--- config.mk ---
export PLATFORM = sky130hd
export DESIGN_NAME = motor_drive
export DESIGN_NICKNAME = d
export VERILOG_FILES = /design/src/rtl/motor_pkg.sv /design/src/rtl/motor_channel.sv /design/src/rtl/motor_drive.sv
export SDC_FILE = /design/constraint.sdc
export NUM_CORES = 1
export LEC_CHECK = 0
export CORE_MARGIN = 2
export CORE_UTILIZATION = 53
export DETAILED_ROUTE_END_ITERATION = 12
export HOLD_SLACK_MARGIN = 0.05
export PLACE_DENSITY = 0.79
export SLEW_MARGIN = 20
export SYNTH_ARGS = -nofsm -noshare
export SYNTH_HDL_FRONTEND = slang
export SYNTH_SLANG_ARGS = --single-unit
--- constraint.sdc ---
create_clock -name clk -period 2.6 [get_ports clk]
set_input_delay 0.52 -clock clk [delete_from_list [all_inputs] [get_ports clk]]
set_output_delay 0.52 -clock clk [all_outputs]
set_load 0.05 [all_outputs]
--- src/rtl/motor_pkg.sv ---
// Shared encodings for the motor_drive block: per-channel mode codes and
// channel state enum.
package motor_pkg;

  localparam logic [1:0] MODE_STOP  = 2'b00;
  localparam logic [1:0] MODE_FWD   = 2'b01;
  localparam logic [1:0] MODE_REV   = 2'b10;
  localparam logic [1:0] MODE_BRAKE = 2'b11;

  typedef enum logic [2:0] {
    IDLE    = 3'd0,
    RUN     = 3'd1,
    RAMP_DN = 3'd2,
    DEAD    = 3'd3,
    BRAKE   = 3'd4
  } ch_state_e;

  function automatic logic is_drive(input logic [1:0] m);
    return (m == MODE_FWD) || (m == MODE_REV);
  endfunction

endpackage

--- src/rtl/motor_channel.sv ---
// One H-bridge channel: FSM, duty register, dead-time counter and PWM compare.
// Define MOTOR_RAMP_EN for ramped duty; otherwise duty jumps at each boundary.
module motor_channel
  import motor_pkg::*;
#(
  parameter int PWM_W     = 10,
  parameter int RAMP_STEP = 32,
  parameter int DEAD_CYC  = 1024
) (
  input  logic             clk_i,
  input  logic             rst_i,
  input  logic [1:0]       mode_i,
  input  logic [PWM_W-1:0] speed_i,
  input  logic [PWM_W-1:0] cnt_i,
  input  logic             bnd_i,
  output logic             pwm_o,
  output logic             in_a_o,
  output logic             in_b_o,
  output logic             busy_o
);

  localparam int              DW        = $clog2(DEAD_CYC + 1);
  localparam logic [PWM_W:0]  STEP      = (PWM_W+1)'(RAMP_STEP);
  localparam logic [DW-1:0]   DEAD_LOAD = DW'(DEAD_CYC - 1);

  ch_state_e        state_q, state_d;
  logic             fwd_q, fwd_d;
  logic [PWM_W-1:0] duty_q, duty_d;
  logic [DW-1:0]    dead_q, dead_d;
  logic             pwm_q, pwm_d, in_a_q, in_a_d, in_b_q, in_b_d, busy_q, busy_d;
  logic             leave_s, brk_s, drv_s;

`ifdef MOTOR_RAMP_EN
  // Differences up to one step land exactly on target, so no overshoot or wrap.
  function automatic logic [PWM_W-1:0] ramp_toward(input logic [PWM_W-1:0] cur,
                                                   input logic [PWM_W-1:0] tgt);
    logic [PWM_W-1:0] r;
    if (tgt >= cur) begin
      if ({1'b0, tgt - cur} <= STEP) r = tgt;
      else                           r = cur + STEP[PWM_W-1:0];
    end else begin
      if ({1'b0, cur - tgt} <= STEP) r = tgt;
      else                           r = cur - STEP[PWM_W-1:0];
    end
    return r;
  endfunction
`endif

  // Next state; brake wins over transitions, transitions win over ramp updates.
  always_comb begin
    state_d = state_q;
    fwd_d   = fwd_q;
    duty_d  = duty_q;
    dead_d  = dead_q;
    leave_s = (mode_i != (fwd_q ? MODE_FWD : MODE_REV));
    if (mode_i == MODE_BRAKE) begin
      state_d = BRAKE;
      duty_d  = '0;
      dead_d  = '0;
    end else begin
      case (state_q)
        IDLE: begin
          duty_d = '0;
          if (is_drive(mode_i)) begin
            state_d = RUN;
            fwd_d   = (mode_i == MODE_FWD);
          end else begin
            state_d = IDLE;
          end
        end
        RUN: begin
          if (leave_s) begin
            state_d = RAMP_DN;
`ifndef MOTOR_RAMP_EN
            duty_d  = '0;
`endif
          end else if (bnd_i) begin
`ifdef MOTOR_RAMP_EN
            duty_d = ramp_toward(duty_q, speed_i);
`else
            duty_d = speed_i;
`endif
          end else begin
            duty_d = duty_q;
          end
        end
        RAMP_DN: begin
          if (bnd_i && (duty_q == '0)) begin
            state_d = (mode_i == MODE_STOP) ? IDLE : DEAD;
            dead_d  = DEAD_LOAD;
          end else if (bnd_i) begin
            duty_d = ({1'b0, duty_q} > STEP) ? (duty_q - STEP[PWM_W-1:0]) : '0;
          end else begin
            duty_d = duty_q;
          end
        end
        DEAD: begin
          duty_d = '0;
          if (dead_q == '0) begin
            if (is_drive(mode_i)) begin
              state_d = RUN;
              fwd_d   = (mode_i == MODE_FWD);
            end else begin
              state_d = IDLE;
            end
          end else begin
            dead_d = dead_q - DW'(1);
          end
        end
        BRAKE: begin
          state_d = IDLE;
          duty_d  = '0;
          dead_d  = '0;
        end
        default: begin
          state_d = IDLE;
          duty_d  = '0;
          dead_d  = '0;
        end
      endcase
    end
  end

  // Pin values; brake shows on the clock right after mode 11 is seen.
  always_comb begin
    brk_s  = (mode_i == MODE_BRAKE) || (state_q == BRAKE);
    drv_s  = (state_q == RUN) || (state_q == RAMP_DN);
    pwm_d  = brk_s || (duty_q > cnt_i);
    in_a_d = brk_s || (drv_s && fwd_q);
    in_b_d = brk_s || (drv_s && !fwd_q);
    busy_d = (state_q == RAMP_DN) || (state_q == DEAD) ||
             ((state_q == RUN) && (duty_q != speed_i));
  end

  // State, duty, dead counter and registered outputs.
  always_ff @(posedge clk_i) begin
    if (rst_i) begin
      state_q <= IDLE;
      fwd_q   <= 1'b0;
      duty_q  <= '0;
      dead_q  <= '0;
      pwm_q   <= 1'b0;
      in_a_q  <= 1'b0;
      in_b_q  <= 1'b0;
      busy_q  <= 1'b0;
    end else begin
      state_q <= state_d;
      fwd_q   <= fwd_d;
      duty_q  <= duty_d;
      dead_q  <= dead_d;
      pwm_q   <= pwm_d;
      in_a_q  <= in_a_d;
      in_b_q  <= in_b_d;
      busy_q  <= busy_d;
    end
  end

  assign pwm_o  = pwm_q;
  assign in_a_o = in_a_q;
  assign in_b_o = in_b_q;
  assign busy_o = busy_q;

endmodule

--- src/rtl/motor_drive.sv ---
// N-channel H-bridge motor driver: shared PWM counter plus one motor_channel per
// motor. Ramped duty is enabled by defining MOTOR_RAMP_EN.
module motor_drive
  import motor_pkg::*;
#(
  parameter int N_CH      = 2,
  parameter int PWM_W     = 10,
  parameter int RAMP_STEP = 32,
  parameter int DEAD_CYC  = 1024
) (
  input  logic                    clk,
  input  logic                    rst,
  input  logic [2*N_CH-1:0]       mode,
  input  logic [N_CH*PWM_W-1:0]   speed,
  output logic [N_CH-1:0]         pwm,
  output logic [N_CH-1:0]         in_a,
  output logic [N_CH-1:0]         in_b,
  output logic [N_CH-1:0]         busy
);

  logic [PWM_W-1:0] cnt_q;
  logic             bnd_s;

  // Free-running PWM period counter.
  always_ff @(posedge clk) begin
    if (rst) begin
      cnt_q <= '0;
    end else begin
      cnt_q <= cnt_q + PWM_W'(1);
    end
  end

  assign bnd_s = &cnt_q;

  for (genvar k = 0; k < N_CH; k++) begin : g_ch
    motor_channel #(
      .PWM_W    (PWM_W),
      .RAMP_STEP(RAMP_STEP),
      .DEAD_CYC (DEAD_CYC)
    ) u_ch (
      .clk_i  (clk),
      .rst_i  (rst),
      .mode_i (mode[2*k+1:2*k]),
      .speed_i(speed[k*PWM_W +: PWM_W]),
      .cnt_i  (cnt_q),
      .bnd_i  (bnd_s),
      .pwm_o  (pwm[k]),
      .in_a_o (in_a[k]),
      .in_b_o (in_b[k]),
      .busy_o (busy[k])
    );
  end

endmodule

======== After elaboration in Yosys (flattened, before gate mapping) ========
Cells that the tools add are included.
storage, ports and cells
  memories kept ........................... 0
  bits in latches ......................... 0
  bits in registers ....................... 68
  input bits .............................. 26
  memory bits (writable) .................. 0
  ROM bits ................................ 0
operators by class
  equality and inequality tests ........... 38
  $add $sub $neg .......................... 5
  shift-type cells ........................ 0
  multipliers ............................. 0
  magnitude comparators ................... 4
  divide/modulo/power cells ............... 0
  muxes and demuxes ....................... 40
  bitwise gates (word level) .............. 4
  reductions and logical operators ........ 51
operator list
  cell                   number
  $mux 10                10
  $pmux 11 s3            2
  $mux 11                4
  $pmux 10 s2            2
  $reduce_and 3->1       10
  $mux 3                 8
  $pmux 3 s4             2
  $logic_not 11->1       2
  $sub 11x1->11 const B  2
  $ne 3x1->1 const B     7
  $gt 10x10->1           2
  $gt 10x6->1 const B    2
  $logic_not 10->1       2
  $ne 10x10->1           2
  $sub 10x6->10 const B  2
  $logic_or 1x1->1       16
  $ne 2x1->1 const B     7
  $eq 3x2->1 const B     4
  $add 10x1->10 const B  1
  $ne 2x2->1 const B     5
  $reduce_and 10->1      1
  $eq 2x2->1 const B     4
  $logic_and 1x1->1      8
  $mux 2                 4
  other kinds (13)       33

======== Longest topological paths before layout ========
  depth in word-level cells ............... 6
  mapped depth ............................ 9

======== Cells and area by module ========
From an unflattened synthesis, not the netlist that was laid out.
second synthesis, totals
  cell total of the unflattened synthesis .. 557
  area, all modules ....................... 4474.3 sq um
modules (own cells, without submodules)
  module         seq. area each (sq um)  cells each  times used  area an instance (sq um)
  motor_channel  580.6                   255         2           2021.9
  motor_drive    200.2                   47          1           430.4

======== Worst setup path before layout ========
No wires, ideal clock.
  kind .................................... input to register
  start ................................... in mode[0]
  end ..................................... reg g_ch[0].u_ch.duty_q[7]
  slack ................................... 442 ps
  data required time ...................... 2541 ps
  library setup time ...................... 59 ps
  arrival time ............................ 2099 ps
  cell stages on the path ................. 7
  cell sequence ........................... ha_1 > or2_1 > clkbuf_1 > or3_1 > or4_1 > o21ai_0 > a22o_1
on the way
  cells in the longest elaborated chain, start to end .. 3
  elaborated cells between the ends (all ways) .. 7
  those cells by class .................... eq/ne (3); mux (2); reduce/logical (2)
ends and longest elaborated chain
  element                                                           RTL line              RTL
  start, declared                                                   motor_drive.sv:13     input logic [2*N_CH-1:0] mode,
  $ne 2x2->1                                                        motor_channel.sv:55   leave_s = (mode_i != (fwd_q ? MODE_FWD : MODE_REV));
  $ne 3x1->1 (no source line) or $mux 10 (tied branches)            n/a
  $reduce_and 3->1 (no source line) or $pmux 10 s2 (tied branches)  n/a
  end signal, assigned                                              motor_channel.sv:149  duty_q <= duty_d;
  end, declared                                                     motor_channel.sv:28   logic [PWM_W-1:0] duty_q, duty_d;
Parallel ways exist; a longest one is shown, timed or not.
A chain may end at the register's enable or synchronous reset.

======== Worst setup path in the final report ========
  start ................................... reg cnt_q[0]
  end ..................................... reg g_ch[0].u_ch.dead_q[6]
on the way
  cells in the longest elaborated chain, start to end .. 4
ends and longest elaborated chain
  element                            RTL line              RTL
  start, declared                    motor_drive.sv:21     logic [PWM_W-1:0] cnt_q;
  start signal, assigned             motor_drive.sv:29     cnt_q <= cnt_q + PWM_W'(1);
  $reduce_and 10->1                  motor_drive.sv:33     assign bnd_s = &cnt_q;
  $logic_and 1x1->1                  motor_channel.sv:88   if (bnd_i && (duty_q == '0)) begin
  $ne 2x1->1 (no source line)        n/a
  $reduce_and 3->1 (no source line)  n/a
  end signal, assigned               motor_channel.sv:141  dead_q <= '0;
  end signal, assigned               motor_channel.sv:150  dead_q <= dead_d;
  end, declared                      motor_channel.sv:29   logic [DW-1:0] dead_q, dead_d;
Every way passes these cells.

==> results.yml <==
outcome:
  status: "finished clean"
timing:
  hold_viol: 0
  fmax_mhz: 425
  max_slew_margin: 0.661
  setup_violations: 0
  maxSlewViolCount: 0
  tns_ps: 0
  finClkSkew_ps: 10.7
  period_share: 0.905
  layout_setup_ws_ps: 247
  finalCriticalPeriod_ps: 2350
  tightest_slew_ps: 502
  rsz0062_at_grt: "false"
global_route:
  grt_max_degree: 23
  grt_usage: 0.243
  grt_pass1_vias: 3789
  grt_pass1_wl_um: 17500
  overflow: 0
  antenna_found_initial: 0
floorplan:
  fp.dieH_um: 95.1
  io_pins: 34
  core-area_sq_um: 8130
  die_w_um: 95.1
  start_util: 0.541
  die-area_sq_um: 9040
  fp-row-count: 33
logic_synthesis:
  ys_warn_count: 0
  synth_ff_type: "dfxtp_1"
  seq_area_frac_synth: 0.309
  synth_edf_count: 0
  syn_nets: 597
  synthArstFlopShare: 0
  synth_cell_types: 81
  syn_inst: 540
  syn_area_sq_um: 4400
  avgSynthCellArea_sq_um: 8.15
  ys_ff_latch: 68
clocking:
  clock_latency_ps: 350
  cts_hold_buf: 0
  cts_max_level: 3
  clkTransAtPathRegs_ps: 80
  cts_resized: 0
  clock_path_buffers: 2
  cts-root-buf: "clkbuf_8"
  cts_made_buffers: 9
  cts_tree: "done"
  post_cts_buffers: 0
  cts.sinks: 68
route:
  vias: 4050
  drc: 0
  drt_iter0_drc: 178
  via_per_inst: 5.91
  routed_wl_um: 10300
  wl_per_cell_um: 15.0
  drt-pass1-iter-count: 4
  antenna_left: 0
cells_and_area:
  syn_to_final_growth_pct: 14.8
  nNetsFinal: 632
  finalNonFillerCells: 685
  n_fill_cell: 686
  diodes: 0
  final_layout_size_suffix_gt1_frac: 0.0948
setup_path:
  cp-end-kind: "flop"
  startpoint: "cnt_q[0]$_SDFF_PP0_"
  critPathArrivalTime_ps: 2610
  critical_path_class: "reg2reg"
  crit_required_ps: 2850
  path_max_fanout: 13
  start_kind: "flop"
  r2r-start: "cnt_q[0]$_SDFF_PP0_"
  r2r_slack_ps: 250
power:
  cellPowerDensity_nw_per_um2: 534
  peakVddDrop_uv: 302
  leakage_nw: 1.87
  total_power_mw: 2.70
placed_design:
  dp.cells: 669
  place_congestion: 0.846
  hpwl_um: 7650
  numPortBuffers: 33
  place_ws_ps: 28.2
hold_path:
  holdCritStartpoint: "g_ch[0].u_ch.dead_q[10]$_SDFFE_PP0P_"
  hold_class: "reg2reg"
run:
  cap_viol_max_count: 0
==> report_power, final <==
part	leakage [nW]	switching (mW)	internal (mW)
registers	0.553	0.0573	1.09
logic	1.21	0.323	0.241
clock network	0.107	0.421	0.566
==> final timing paths <==
check                                    endpoint  cells past startpoint
max           g_ch[0].u_ch.dead_q[6]$_SDFFE_PP0P_                      7
min          g_ch[0].u_ch.dead_q[10]$_SDFFE_PP0P_                      2
max reg2reg   g_ch[0].u_ch.dead_q[6]$_SDFFE_PP0P_                      7
min reg2reg  g_ch[0].u_ch.dead_q[10]$_SDFFE_PP0P_                      2
==> synthesized netlist by cell type, types with 4 or more instances <==
cell type	n	share of area
nor2b_1	10	0.014
nand2b_1	12	0.017
nor4_1	8	0.011
nor2_1	46	0.039
a21oi_1	44	0.050
o21ai_0	37	0.042
a221oi_1	5	0.010
dfxtp_1	68	0.31
buf_2	4	0.0046
a211oi_1	9	0.015
a311oi_1	4	0.0080
nor3_1	18	0.020
nand4_1	12	0.017
inv_1	38	0.032
clkbuf_1	8	0.0068
xnor2_1	20	0.040
nand2_1	32	0.027
ha_1	31	0.088
xor2_1	11	0.022
nand3_1	26	0.030
and2_1	4	0.0057
buf_4	8	0.014
==> cells in the final DEF, fill, tap and decap left out, types with 3 or more instances in the layout <==
cell type / n
xor2_1: 11
clkdlybuf4s50_1: 33
nand2b_1: 12
a41oi_1: 3
nand2_1: 32
clkbuf_8: 10
nand4_1: 12
nand3b_1: 3
ha_1: 31
inv_1: 38
nor2b_1: 10
or3_1: 3
and2_1: 4
dfxtp_1: 68
o21ai_0: 37
xnor2_1: 20
a21o_1: 3
a21oi_1: 44
buf_4: 17
nor2_1: 46
a211oi_1: 9
nor3_1: 18
nor4_1: 8
nand3_1: 26
a311oi_1: 4
nor3b_1: 3
a221oi_1: 5
==> final cells by class <==
cell class / instances / area (sq um) / share of cell area
flip-flops and latches: 68 / 1360 / 0.270
clock inverters: 4 / 72.6 / 0.0144
repair buffers: 50 / 458 / 0.0907
well taps: 105 / 131 / 0.0260
inverters: 38 / 143 / 0.0283
multi-input cells: 408 / 2740 / 0.542
clock buffers: 12 / 145 / 0.0287
==> flip-flops by register name, summed over array words and instances, names as in the netlist <==
| register | count |
|---|---|
| g_ch.u_ch.state_q | 6 |
| g_ch.u_ch.in_a_o | 2 |
| g_ch.u_ch.busy_o | 2 |
| g_ch.u_ch.dead_q | 22 |
| g_ch.u_ch.fwd_q | 2 |
| g_ch.u_ch.duty_q | 20 |
| g_ch.u_ch.pwm_o | 2 |
| cnt_q | 10 |
| g_ch.u_ch.in_b_o | 2 |
==> worst max-delay path, cell delays in order (launching register included) <==
cell	delay [ps]
dfxtp_1	460
ha_1	240
and3_2	260
nand3_2	160
o21ai_0	450
o21a_4	290
o21ai_0	120
a221oi_1	290
==> kinds of logic (layout without fill, tap and decap cells) <==
logic type | after synthesis | after routing | share of synthesized area
simple gates | 200 | 200 | 0.247
compound gates | 144 | 144 | 0.221
flops | 68 | 68 | 0.309
buf+inv | 64 | 104 | 0.0683
fa+ha+maj | 31 | 31 | 0.0882
xor+xnor | 31 | 31 | 0.0617
mux | 2 | 2 | 0.00455
==> metal layers <==
metal  up-vias  track usage  share of wire  wire length [um]
met4         0        0.120          0.021               220
met2       131        0.384           0.47              4810
met1      1877        0.319           0.46              4750
met5         -            0              0                 0
li1       2020            -              -                 -
met3        22       0.0419          0.050               517
==> stage by stage <==
step	util	cell area, sq um	hold slack [ps]
4_1_cts	0.621	5050	472
2_1_floorplan	-	4400	436
5_1_grt	0.621	5050	497
3_3_place_gp	0.594	4830	452
6_report	0.621	5050	470
3_5_place_dp	0.594	4830	460
No activity file was read; power rests on OpenSTA's default activity.
